--- src/rtl/fft_pkg.sv ---
// Constants and sample type shared by the FFT front end, the FFT core and the twiddle blocks.
package fft_pkg;

    localparam int BIT_WIDTH  = 32;
    localparam int DECIMAL_PT = 16;
    localparam int N_SAMPLES  = 8;

    typedef logic [BIT_WIDTH-1:0] sample_t;

endpackage

--- src/rtl/frame_bank.sv ---
// One frame of sample storage with an indexed write port and a full flag.
module frame_bank
    import fft_pkg::*;
#(
    parameter int BIT_WIDTH = fft_pkg::BIT_WIDTH,
    parameter int N_SAMPLES = fft_pkg::N_SAMPLES,
    localparam int IDX_W    = $clog2(N_SAMPLES)
) (
    input  logic                 clk,
    input  logic                 reset,
    input  logic                 wr_en,
    input  logic [IDX_W-1:0]     wr_idx,
    input  logic [BIT_WIDTH-1:0] wr_data,
    input  logic                 set_full,
    input  logic                 clr_full,
    output logic                 full,
    output logic [BIT_WIDTH-1:0] data [N_SAMPLES-1:0]
);

    // set and clear never target the same bank in one edge, so set simply wins
    always_ff @(posedge clk) begin
        if (reset) begin
            full <= 1'b0;
            for (int i = 0; i < N_SAMPLES; i++) begin
                data[i] <= '0;
            end
        end else begin
            if (wr_en) begin
                data[wr_idx] <= wr_data;
            end
            if (set_full) begin
                full <= 1'b1;
            end else if (clr_full) begin
                full <= 1'b0;
            end
        end
    end

endmodule

--- src/rtl/serial_sample_deserializer.sv ---
// Collects N_SAMPLES serial samples into a parallel frame for the FFT.
// Define DESERIALIZER_PINGPONG_EN for two ping-pong banks; otherwise a single bank is built.
module serial_sample_deserializer
    import fft_pkg::*;
#(
    parameter int BIT_WIDTH = fft_pkg::BIT_WIDTH,
    parameter int N_SAMPLES = fft_pkg::N_SAMPLES
) (
    input  logic                 clk,
    input  logic                 reset,
    input  logic [BIT_WIDTH-1:0] recv_msg,
    input  logic                 recv_val,
    output logic                 recv_rdy,
    output logic [BIT_WIDTH-1:0] send_msg [N_SAMPLES-1:0],
    output logic                 send_val,
    input  logic                 send_rdy
);

    localparam int IDX_W = $clog2(N_SAMPLES);

    logic [IDX_W-1:0]     widx;
    logic                 recv_fire;
    logic                 send_fire;
    logic                 frame_done;
    logic                 wbank;
    logic                 rbank;
    logic                 full_w;
    logic                 full_r;
    logic                 full0;
    logic [BIT_WIDTH-1:0] data0 [N_SAMPLES-1:0];

    assign recv_rdy   = !full_w && !reset;
    assign send_val   = full_r;
    assign recv_fire  = recv_val && recv_rdy;
    assign send_fire  = send_val && send_rdy;
    assign frame_done = recv_fire && (widx == IDX_W'(N_SAMPLES - 1));

    always_ff @(posedge clk) begin
        if (reset) begin
            widx <= '0;
        end else if (frame_done) begin
            widx <= '0;
        end else if (recv_fire) begin
            widx <= widx + 1'b1;
        end
    end

    frame_bank #(
        .BIT_WIDTH (BIT_WIDTH),
        .N_SAMPLES (N_SAMPLES)
    ) bank0 (
        .clk      (clk),
        .reset    (reset),
        .wr_en    (recv_fire && !wbank),
        .wr_idx   (widx),
        .wr_data  (recv_msg),
        .set_full (frame_done && !wbank),
        .clr_full (send_fire && !rbank),
        .full     (full0),
        .data     (data0)
    );

`ifdef DESERIALIZER_PINGPONG_EN
    logic                 full1;
    logic [BIT_WIDTH-1:0] data1 [N_SAMPLES-1:0];

    frame_bank #(
        .BIT_WIDTH (BIT_WIDTH),
        .N_SAMPLES (N_SAMPLES)
    ) bank1 (
        .clk      (clk),
        .reset    (reset),
        .wr_en    (recv_fire && wbank),
        .wr_idx   (widx),
        .wr_data  (recv_msg),
        .set_full (frame_done && wbank),
        .clr_full (send_fire && rbank),
        .full     (full1),
        .data     (data1)
    );

    // Write and read pointers advance independently, so capture overlaps readout
    always_ff @(posedge clk) begin
        if (reset) begin
            wbank <= 1'b0;
            rbank <= 1'b0;
        end else begin
            if (frame_done) begin
                wbank <= ~wbank;
            end
            if (send_fire) begin
                rbank <= ~rbank;
            end
        end
    end

    assign full_w = wbank ? full1 : full0;
    assign full_r = rbank ? full1 : full0;

    always_comb begin
        for (int i = 0; i < N_SAMPLES; i++) begin
            send_msg[i] = rbank ? data1[i] : data0[i];
        end
    end
`else
    assign wbank    = 1'b0;
    assign rbank    = 1'b0;
    assign full_w   = full0;
    assign full_r   = full0;
    assign send_msg = data0;
`endif

endmodule

--- config.mk ---
export PLATFORM = sky130hd
export DESIGN_NAME = serial_sample_deserializer
export DESIGN_NICKNAME = d
export VERILOG_FILES = /design/src/rtl/fft_pkg.sv /design/src/rtl/frame_bank.sv /design/src/rtl/serial_sample_deserializer.sv
export SDC_FILE = /design/constraint.sdc
export NUM_CORES = 1
export LEC_CHECK = 0
export ABC_AREA = 0
export CAP_MARGIN = 40
export CORE_ASPECT_RATIO = 1.75
export CORE_UTILIZATION = 30
export CTS_CLUSTER_SIZE = 16
export DETAILED_ROUTE_END_ITERATION = 10
export PLACE_DENSITY = 0.64
export SYNTH_ARGS = -nofsm -noshare
export SYNTH_HDL_FRONTEND = slang
export SYNTH_SLANG_ARGS = --single-unit
export TNS_END_PERCENT = 5
--- constraint.sdc ---
create_clock -name clk -period 1.8 [get_ports clk]
set_input_delay 0.27 -clock clk [delete_from_list [all_inputs] [get_ports clk]]
set_output_delay 0.27 -clock clk [all_outputs]
set_load 0.02 [all_outputs]
Word level (Yosys, flattened, before mapping)
Index checks and enable logic that the tools add are counted.

storage, ports and cells
  input bits = 36
  flip-flop bits (word level) = 260
  output and inout port bits = 258

operators by class
  reduce and logical (&&, ||, !) cells = 9
  mux-type cells = 5
  $lt $le $gt $ge = 2
  $add $sub $neg = 1
  eq/ne operators = 1

operators with widths
  kind                 count
  $bwmux 256           1
  $demux 32 s3         1
  $mux 32              1
  $logic_and 1x1->1    5
  $lt 3x4->1 const B   1
  $add 3x1->3 const B  1
  $eq 3x3->1 const B   1
  $ge 3x1->1 const B   1
  $logic_not 1->1      2
  $mux 1               2
  $reduce_bool 2->1    1
  $reduce_or 2->1      1

Depth between registers and ports, before layout
Gate-level depths: netlist of the first run.

  depth after elaboration = 5
  gate-level depth with buffers = 6
  gate-level depth less buffers = 5

Modules after synthesis
Synthesis of the first run repeated with hierarchy kept, for this count alone.

unflattened totals
  cell total of the unflattened synthesis = 929
  area total of the unflattened synthesis = 10221.1 um^2

by module, submodules not included
  module                      area each (um^2)  instances  sequential area each (um^2)  cells an instance
  frame_bank                  10048.4           1          5144.9                       909
  serial_sample_deserializer  172.7             1          60.1                         20

Worst setup path before layout of the first run
Ideal clock, no wire load.

  path type = reg2reg
  from = register widx[0]
  to = register bank0.data[23] in the netlist's numbering
  arrival = 1.412 ns
  library setup time = 0.132 ns
  path buffers = 3
  path slack = 0.256 ns
  stages on the path, launching flop included = 7
  cell sequence = dfxtp_1 buf_6 or4b_1 buf_6 buf_6 o21ai_1 a21oi_1

between the ends
  cells in the longest elaborated chain, start to end = 5

RTL lines
  element                                                                RTL line                          source
  from (decl)                                                            serial_sample_deserializer.sv:21  logic [IDX_W-1:0] widx;
  from (signal assigned)                                                 serial_sample_deserializer.sv:44  widx <= widx + 1'b1;
  $lt 3x4->1 (implied by the code) / $ge 3x1->1 (equally long branches)  frame_bank.sv:29                  data[wr_idx] <= wr_data;
  $logic_and 1x1->1 (implied by the code)                                frame_bank.sv:29
  $mux 32 (implied by the code)                                          frame_bank.sv:29
  $demux 32 s3 *                                                         --
  $bwmux 256 *                                                           frame_bank.sv:29
  to (signal, indexed assignment)                                        frame_bank.sv:29
  to (decl)                                                              frame_bank.sv:17                  output logic [BIT_WIDTH-1:0] data [N_SAMPLES-1:0]

Mark *: on every way between the ends. The rest lies on a longest branch, timed or not.
A chain may end at the register's enable or synchronous reset.

Worst setup path after layout of the first run
  from = register bank0.data[85] in the netlist's numbering
  to = output send_msg[85] in the netlist's numbering

RTL lines
  element    RTL line                          source
  to (decl)  serial_sample_deserializer.sv:14  output logic [BIT_WIDTH-1:0] send_msg [N_SAMPLES-1:0],

No word-level cell between the ends.

==> key figures, run 1 <==
Outcome
  – Run status: finished clean

Layout
  – Area grow syn2layout: 44.1%
  – Share of cells above drive strength 1: 8.59%
  – Filler cells: 3196
  – Layout Nets: 1487

Synthesis
  – Area leader, netlist: dfxtp_1
  – Synth top area cells: dfxtp_1, a21oi_1, nand3_1
  – Syn_nets: 1270
  – Synthesized area: 10000 µm²
  – Yosys cell types: 25
  – EDFF count, synth: 0
  – Synth async-reset ratio: 0%
  – Share of the synthesized area in the top cell type: 51.9%
  – Avg Inst Size Synth: 8.13 µm²
  – Mapped Cells: 1232
  – Most frequently used flop master after synthesis: dfxtp_1
  – Flops & latches, synth: 260
  – Sequential fraction of the synthesis area: 51.9%
  – Ys Warns: 0

Worst setup path
  – Crit end category: output port
  – CP max-delay cell: clkdlybuf4s50_1
  – CP Buf/Inv Count: 1
  – Worst setup SP type: flop
  – Worst path max stage delay: 660 ps
  – Levels on crit path: 1
  – Worst r2r path cells: 4
  – CP top delay family: buffers and inverters
  – Reg-to-Reg Start: widx[0]$_SDFFE_PP0P_
  – Worst-path cell chain: clkdlybuf4s50_1
  – Setup CP Type: reg2out
  – Worst EP required: 1530 ps
  – Critical path startpoint: bank0.data[85]$_SDFFE_PP0P_
  – Worst EP arrival: 1510 ps
  – Crit-path max FO: 2

Die
  – Die width: 140 µm
  – Die span in y: 244 µm
  – Ports: 294
  – Initial core utilization: 30.4%
  – Core area: 32900 µm²
  – Core Rows: 88
  – Die ar.: 34200 µm²

Hold path
  – Hold Crit Class: in2reg
  – Worst hold stages: 3
  – Hold Path Origin: reset

Global routing
  – GRT met3 Usage: 3.34%
  – Gr ovfl total: 0
  – First-pass GRT wire length: 61500 µm
  – Grt met1 use: 27.4%
  – M2 GR Usage: 41.8%
  – Most Used Layer, Global Route: met2
  – Pin count of the biggest net entering global routing: 150
  – Initial antenna violation count: 0
  – Vias in the first global route: 9478
  – Overall routing resource usage: 24.0%

Place
  – IO buf count: 293
  – Hpwl dp: 27100 µm
  – Dpl ws: -270 ps
  – RePlAce Congestion: 0.803

Timing
  – Final setup fails: 0
  – Actual slew at the worst max-slew pin: 685 ps
  – Fmax: 562 MHz
  – Final number of hold-violating endpoints: 0
  – Rel. slew slack: 54.4%
  – Slew Viols, Final: 0
  – Clock period minus worst slack: 1780 ps
  – Setup Skew: 11.5 ps
  – Min setup slack post-route: 19.6 ps
  – Tcrit/Tclk final: 98.9%

Clock tree
  – TritonCTS Buffers: 24
  – Clock Latency Late Sink: 530 ps
  – H-tree levels: 1
  – Post-CTS setup buffers: 0
  – CTS tree: built
  – Total clock sinks: 260
  – Clk slew on worst S/H paths: 70 ps
  – Clock Tree Buf Depth: 3
  – Root buffer cell: clkbuf_16

Routing
  – Iter 0 DRT Violations: 1026
  – Total Wirelength: 42500 µm
  – DRC: 0
  – Pre-antenna DRT Iters: 5
  – Drt via density: 5.61
  – DR WL/cell: 22.7 µm
  – Vias post-DR: 10507
  – Antenna viol nets, final: 0

Power and ir drop
  – Pwr dens: 822 nW/µm²
  – Total Power: 11.9 mW
  – Leakage: 5.59 nW
  – Max IR drop VDD: 0.000584 V

Run
  – Max-cap viol count: 0
## power breakdown
part	internal, mW	leakage, nW	switching [mW]	total [mW]
Combinational	0.344	3.11	0.658	1.00
Sequential	5.82	2.10	0.0395	5.86
Clock	2.75	0.378	2.27	5.02
## cells in the mapped netlist (2+ instances only)
master / n
nor2b_1: 2
nand3b_1: 2
nand3_1: 256
dfxtp_1: 260
buf_1: 4
nor2_1: 3
buf_2: 32
clkbuf_1: 130
nand2_1: 4
o21ai_0: 193
nand4bb_1: 2
nand2b_1: 2
buf_6: 8
ha_1: 2
o21ai_1: 63
and4bb_2: 2
a21oi_1: 259
## final cells by class
type	instances	area [µm²]	share of cell area, %
Sequential cell	260	5210	36.0
Multi-Input combinational cell	797	4130	28.6
Timing Repair Buffer	366	3840	26.6
Clock buffer	35	713	4.94
Tap cell	405	507	3.51
Clock inverter	8	46.3	0.320
Antenna cell	1	2.50	0.0173
## worst reg2reg max path: stages, from the launching register on
cell	delay, ps
dfxtp_1	340
or4b_2	720
buf_12	230
o21ai_1	220
a21oi_1	80
## per-layer routing
metal	up-vias	wire length (µm)
met4	0	2790
met5	-	0
met2	500	21700
met3	116	2580
li1	4799	-
met1	5092	15400
## final timing paths
kind	slack, ps	endpoint
worst min-delay path	160	bank0.data[111]$_SDFFE_PP0P_
worst max register to register	60	bank0.data[157]$_SDFFE_PP0P_
worst min register to register	470	bank0.data[236]$_SDFFE_PP0P_
worst max-delay path	20	send_msg[85]
## per-stage QoR
| stage | cell area (µm²) | utilization [%] | TNS [ps] | std cells | hold slack [ps] |
|---|---|---|---|---|---|
| after global routing | 14400 | 43.9 | -5.16 | 1871 | 154 |
| after global placement | 13700 | 41.5 | -13650 | 1828 | 460 |
| after floorplan | 10000 | - | 0 | 1232 | 466 |
| final | 14400 | 43.9 | 0 | 1872 | 159 |
| after detailed placement | 13700 | 41.5 | -17790 | 1828 | 465 |
| after CTS | 14300 | 43.6 | 0 | 1871 | 132 |
## cell families (layout without fill, tap and decap cells)
kind of cell	after synthesis	in the layout	synth area share (%)
flip-flops	260	260	51.9
AND/OR/NAND/NOR	279	279	14.4
AO/OA/AOI/OAI	515	515	25.7
buffers and inverters	175	409	7.57
multiplexers	1	1	0.112
adder cells (fa/ha/maj)	2	2	0.250
other	0	1	0
## layout by cell type, fill, tap and decap left out, types with 2 or more instances in the layout
master,count
buf_12,27
nor2_1,2
dfxtp_1,259
dlygate4sd2_1,63
clkinv_2,6
clkbuf_1,5
buf_4,46
dlymetal6s2s_1,38
nand2_1,4
nand4bb_4,2
o21ai_1,63
a21oi_1,259
clkbuf_8,6
nand3_1,256
o21ai_0,192
clkdlybuf4s50_1,191
ha_1,2
nand3b_1,2
clkbuf_16,25
## flip-flops by register name, indices dropped and copies added, names as in the netlist
| name | count |
|---|---|
| bank0.data | 256 |
| widx | 3 |
| bank0.full | 1 |
## repair_timing
item                                    in CTS  in global routing
endpoints found under the setup margin      63                 40
gates cloned                                 0                  0
hold buffers                                 0                  0
pin swaps                                    0                  0
resized for setup                           64                 40
No activity file was read; power rests on OpenSTA's default activity.
==> inputs of run 2 (changes only) <==
Settings changed: ABC_CLOCK_PERIOD_IN_PS set to 1800.
==> results of run 2 <==
Final layout, timing and power as in run 1 (identical DEF).
==> inputs of run 3 (changes only) <==
Settings changed: CORE_UTILIZATION 30 to 45, PLACE_DENSITY 0.64 to 0.86.
==> key figures, run 3 (synthesis gave the netlist of run 1 again) <==
Outcome
  – Run status: finished with violations
  – Violated checks: negative setup slack

Routing
  – Iter 0 DRT Violations: 1343
  – Pre-antenna DRT Iters: 8
  – DRC: 0
  – Vias post-DR: 10624
  – Antenna viol nets, final: 0
  – Total Wirelength: 38400 µm
  – Drt via density: 6.08
  – DR WL/cell: 22.0 µm

Timing
  – Actual slew at the worst max-slew pin: 781 ps
  – Setup Skew: 10.6 ps
  – Worst hold slack: 348 ps
  – Slew Viols, Final: 0
  – Clock period minus worst slack: 1820 ps
  – Final number of hold-violating endpoints: 0
  – Final setup fails: 1
  – Rel. slew slack: 48.0%
  – Min setup slack post-route: -18.2 ps
  – Tcrit/Tclk final: 101%
  – Fmax: 550 MHz

Power and ir drop
  – Leakage: 4.77 nW
  – Seq pwr share: 48.8%
  – Total Power: 12.0 mW
  – Comb pwr share: 8.1%
  – Switching power: 2.93 mW
  – Max IR drop VDD: 0.000912 V
  – Pint: 9.07 mW
  – Pwr dens: 848 nW/µm²
  – Switching Fraction: 24.4%
  – Clock group share of total power: 43.1%

Worst setup path
  – Reg2reg end: bank0.data[140]$_SDFFE_PP0P_
  – CP top delay family: buffers and inverters
  – Crit-path max FO: 2
  – Worst r2r path cells: 4
  – CP Buf/Inv Count: 1
  – Worst EP arrival: 1550 ps
  – Worst setup SP type: flop
  – R2r setup slk: 40 ps
  – Reg-to-Reg Start: widx[0]$_SDFFE_PP0P_
  – Worst path max stage delay: 670 ps
  – Worst-path cell chain: clkdlybuf4s50_1
  – Crit end category: output port
  – CP max-delay cell: clkdlybuf4s50_1
  – Setup CP Type: reg2out
  – Worst EP required: 1530 ps

Global routing
  – First-pass GRT wire length: 56000 µm
  – Gr ovfl total: 0
  – Pin count of the biggest net entering global routing: 103
  – Vias in the first global route: 9620
  – Initial antenna violation count: 0
  – Overall routing resource usage: 32.1%

Clock tree
  – TritonCTS Buffers: 24
  – Clock Latency Late Sink: 510 ps
  – Clk slew on worst S/H paths: 70 ps
  – Root buffer cell: clkbuf_16
  – H-tree levels: 1
  – Clock Tree Buf Depth: 3
  – Hold Buf Count CTS: 0
  – Post-CTS setup buffers: 0
  – CTS tree: built
  – Total clock sinks: 260

Die
  – Core area: 21700 µm²
  – Die ar.: 22900 µm²
  – Ports: 294
  – Initial core utilization: 46.2%
  – Die span in y: 199 µm
  – Die width: 115 µm
  – Core Rows: 71

Place
  – IO buf count: 293
  – Hpwl dp: 23600 µm
  – RePlAce Congestion: 0.840

Layout
  – Max reg flops: 256
  – Commonest non-fill, non-tap cell in the layout: clkdlybuf4s50_1
  – Largest Register: bank0.data
  – Biggest regs: bank0.data: 256 flops, widx: 3 flops, bank0.full: 1 flops
  – Layout Nets: 1475
  – Area grow syn2layout: 41.3%
  – Share of cells above drive strength 1: 7.97%
  – Ant. Diodes: 0
  – Commonest non-fill, non-tap cells in the layout: clkdlybuf4s50_1, a21oi_1, dfxtp_1

Run
  – Max-cap viol count: 0

Hold path
  – Endpoint with the worst hold slack: widx[1]$_SDFFE_PP0P_
  – Worst hold stages: 4
  – Hold Crit Class: in2reg
  – Hold Path Origin: reset
## run 3: changes by cell type in the layout (fill, tap and decap cells not counted), moves of 2 or more
cell / previous run / this run
buf_4: 46 / 43
dlygate4sd2_1: 63 / 3
buf_12: 27 / 17
dlymetal6s2s_1: 38 / 13
clkbuf_1: 5 / 3
clkdlybuf4s50_1: 191 / 276
## run 3: per-layer routing
metal  up-vias  global-route usage, %  wire length, µm
li1       4768                      -                -
met1      5050                   37.5            13700
met2       639                   53.1            18700
met3       167                   6.07             3250
met4         0                   21.9             2800
met5         -                      0                0
## run 3: timing repair
item                       4_1_cts  5_1_grt
setup endpoints to repair        3       13
pin swaps                        0        0
gates resized for setup          4       13
## run 3: area by class of cell
class	count	area, µm²
Clock inverter	11	101
Clock buffer	33	706
Multi-Input combinational cell	797	4120
Timing Repair Buffer	354	3660
Fill cell	1770	7520
Tap cell	292	365
Sequential cell	260	5210
## run 3: worst max path at each step
stage                                  end  depth (start not counted)                          from
2_1_floorplan  bank0.data[23]$_SDFFE_PP0P_                          6          widx[0]$_SDFFE_PP0P_
3_3_place_gp    bank0.data[0]$_SDFFE_PP0P_                          5                      recv_val
3_5_place_dp    bank0.data[0]$_SDFFE_PP0P_                          5                      recv_val
4_1_cts                      send_msg[156]                          1  bank0.data[156]$_SDFFE_PP0P_
5_1_grt                      send_msg[165]                          1  bank0.data[165]$_SDFFE_PP0P_
6_report                     send_msg[165]                          1  bank0.data[165]$_SDFFE_PP0P_
## run 3: power groups by stage
stage	Combinational, mW	Sequential (mW)	Clock, mW
5_1_grt	1.00	5.86	5.42
2_1_floorplan	0.400	6.05	0
3_5_place_dp	0.953	5.99	0
6_report	0.970	5.86	5.18
4_1_cts	0.954	5.86	5.18
3_3_place_gp	0.928	5.99	0
## run 3: stage by stage
| step | util [%] | TNS, ps | instances | worst slack (ps) | cell area [µm²] |
|---|---|---|---|---|---|
| after global placement | 61.3 | -18930 | 1702 | -220 | 13300 |
| after CTS | 65.2 | 0 | 1747 | 0.00899 | 14100 |
| after floorplan | - | 0 | 1232 | 256 | 10000 |
| after global routing | 65.3 | -47.6 | 1747 | -46.2 | 14200 |
| after detailed placement | 61.5 | -24440 | 1703 | -276 | 13300 |
| final | 65.3 | -18.2 | 1747 | -18.2 | 14200 |
==> patch (config.mk and constraints of run 2) <==
Build with the macro `DESERIALIZER_PINGPONG_EN` defined.
--- a/src/rtl/serial_sample_deserializer.sv
+++ b/src/rtl/serial_sample_deserializer.sv
@@ -1,4 +1,6 @@
 // Collects N_SAMPLES serial samples into a parallel frame for the FFT.
 // Define DESERIALIZER_PINGPONG_EN for two ping-pong banks; otherwise a single bank is built.
+`define DESERIALIZER_PINGPONG_EN
+
 module serial_sample_deserializer
     import fft_pkg::*;
Check against the original RTL: no difference found for any inputs over 4 cycles, from zero or initial values and one cycle with reset high; that may be too few to reach the edited logic, so the function may still have changed.
==> patch against run 2 <==
- the flow now finishes with violations (setup timing)
- design area grew 110%
- power increased by 110%
- wire length increased by 110%
- worst setup slack got worse by 0.60 ns
- clock skew grew 0.014 ns
- sequential cell count up 259
- synthesized cell count rose by 120%
- fmax fell by 25%
- hold slack lost 0.075 ns
- critical path depth rose by 3
- synthesized area rose by 130%
==> patch: results <==
{
  "drive_above_1_share": 0.2707,
  "grt_antenna_before_repair": 1,
  "drtIter0Drc": 2033,
  "p_sw_frac": 0.2600,
  "hold_buffers": 2,
  "track_usage": 0.2209,
  "inv_count": 2,
  "gp_congestion": 0.8007,
  "r2r-end": "bank1.data[72]",
  "outcome": "finished with violations",
  "grt_max_degree": 113,
  "finalNetCount": 2933,
  "violations": "setup timing",
  "finalSetupViolCount": 258,
  "yosysUniqueCellTypes": 38,
  "multi_input_gates": 1841,
  "holdWs_ns": 0.08415,
  "dr.pass1.iters": 8,
  "htreeDepth": 2,
  "worstPathMaxFanout": 20,
  "r2r_start": "bank1.full",
  "cpMaxStageDelayCell": "dfxtp_4",
  "routedWlPerCell_um": 23.07,
  "crit_start": "rbank",
  "netlist_top_cells_count": "dfxtp_1, nand3_1, a21oi_1, o21ai_0, mux2_2",
  "diodes": 0,
  "syn_avg_cell_area_um2": 8.486,
  "multi_input_area_share": 0.3841,
  "cpPeakStageDelay_ns": 0.42,
  "setup_ws_ns": -0.5763,
  "arrival_ns": 2.11,
  "finClkSkew_ns": 0.02515,
  "largestRegisters": "bank0.data x256, bank1.data x256, widx x3",
  "grt_pass1_vias": 20520,
  "p_leak_nw": 10.50
}
[patch: cell types whose count changed after synthesis, moves of 3 or more]
cell,before,now
o21ai_1,63,136
buf_1,4,28
buf_2,32,92
buf_6,8,32
mux2_2,1,258
a21oi_1,259,512
nand3_1,256,513
buf_4,0,19
o21ai_0,193,376
clkbuf_1,130,210
dfxtp_1,260,519
nor4b_2,0,3
[patch: metal layers]
metal,up-vias,GRT usage,share of wire
li1,10110,-,-
met2,968,0.3540,0.47
met4,0,0.1103,0.047
met5,-,0,0
met1,10590,0.2850,0.41
met3,189,0.03598,0.071
[patch: power by group through the flow]
stage	logic (W)	clock network (W)	registers, W
after floorplan	0.00111	0	0.0118
after global placement	0.00222	0	0.0119
after detailed placement	0.00222	0	0.0119
after CTS	0.00219	0.0109	0.0116
after global routing	0.00232	0.0113	0.0116
final	0.00222	0.0107	0.0116
[patch: worst register-to-register path: stages (launching register included)]
cell     delay (ns)
dfxtp_1        0.34
or4b_2         0.72
buf_12         0.23
o21ai_0        0.26
a21oi_1        0.08
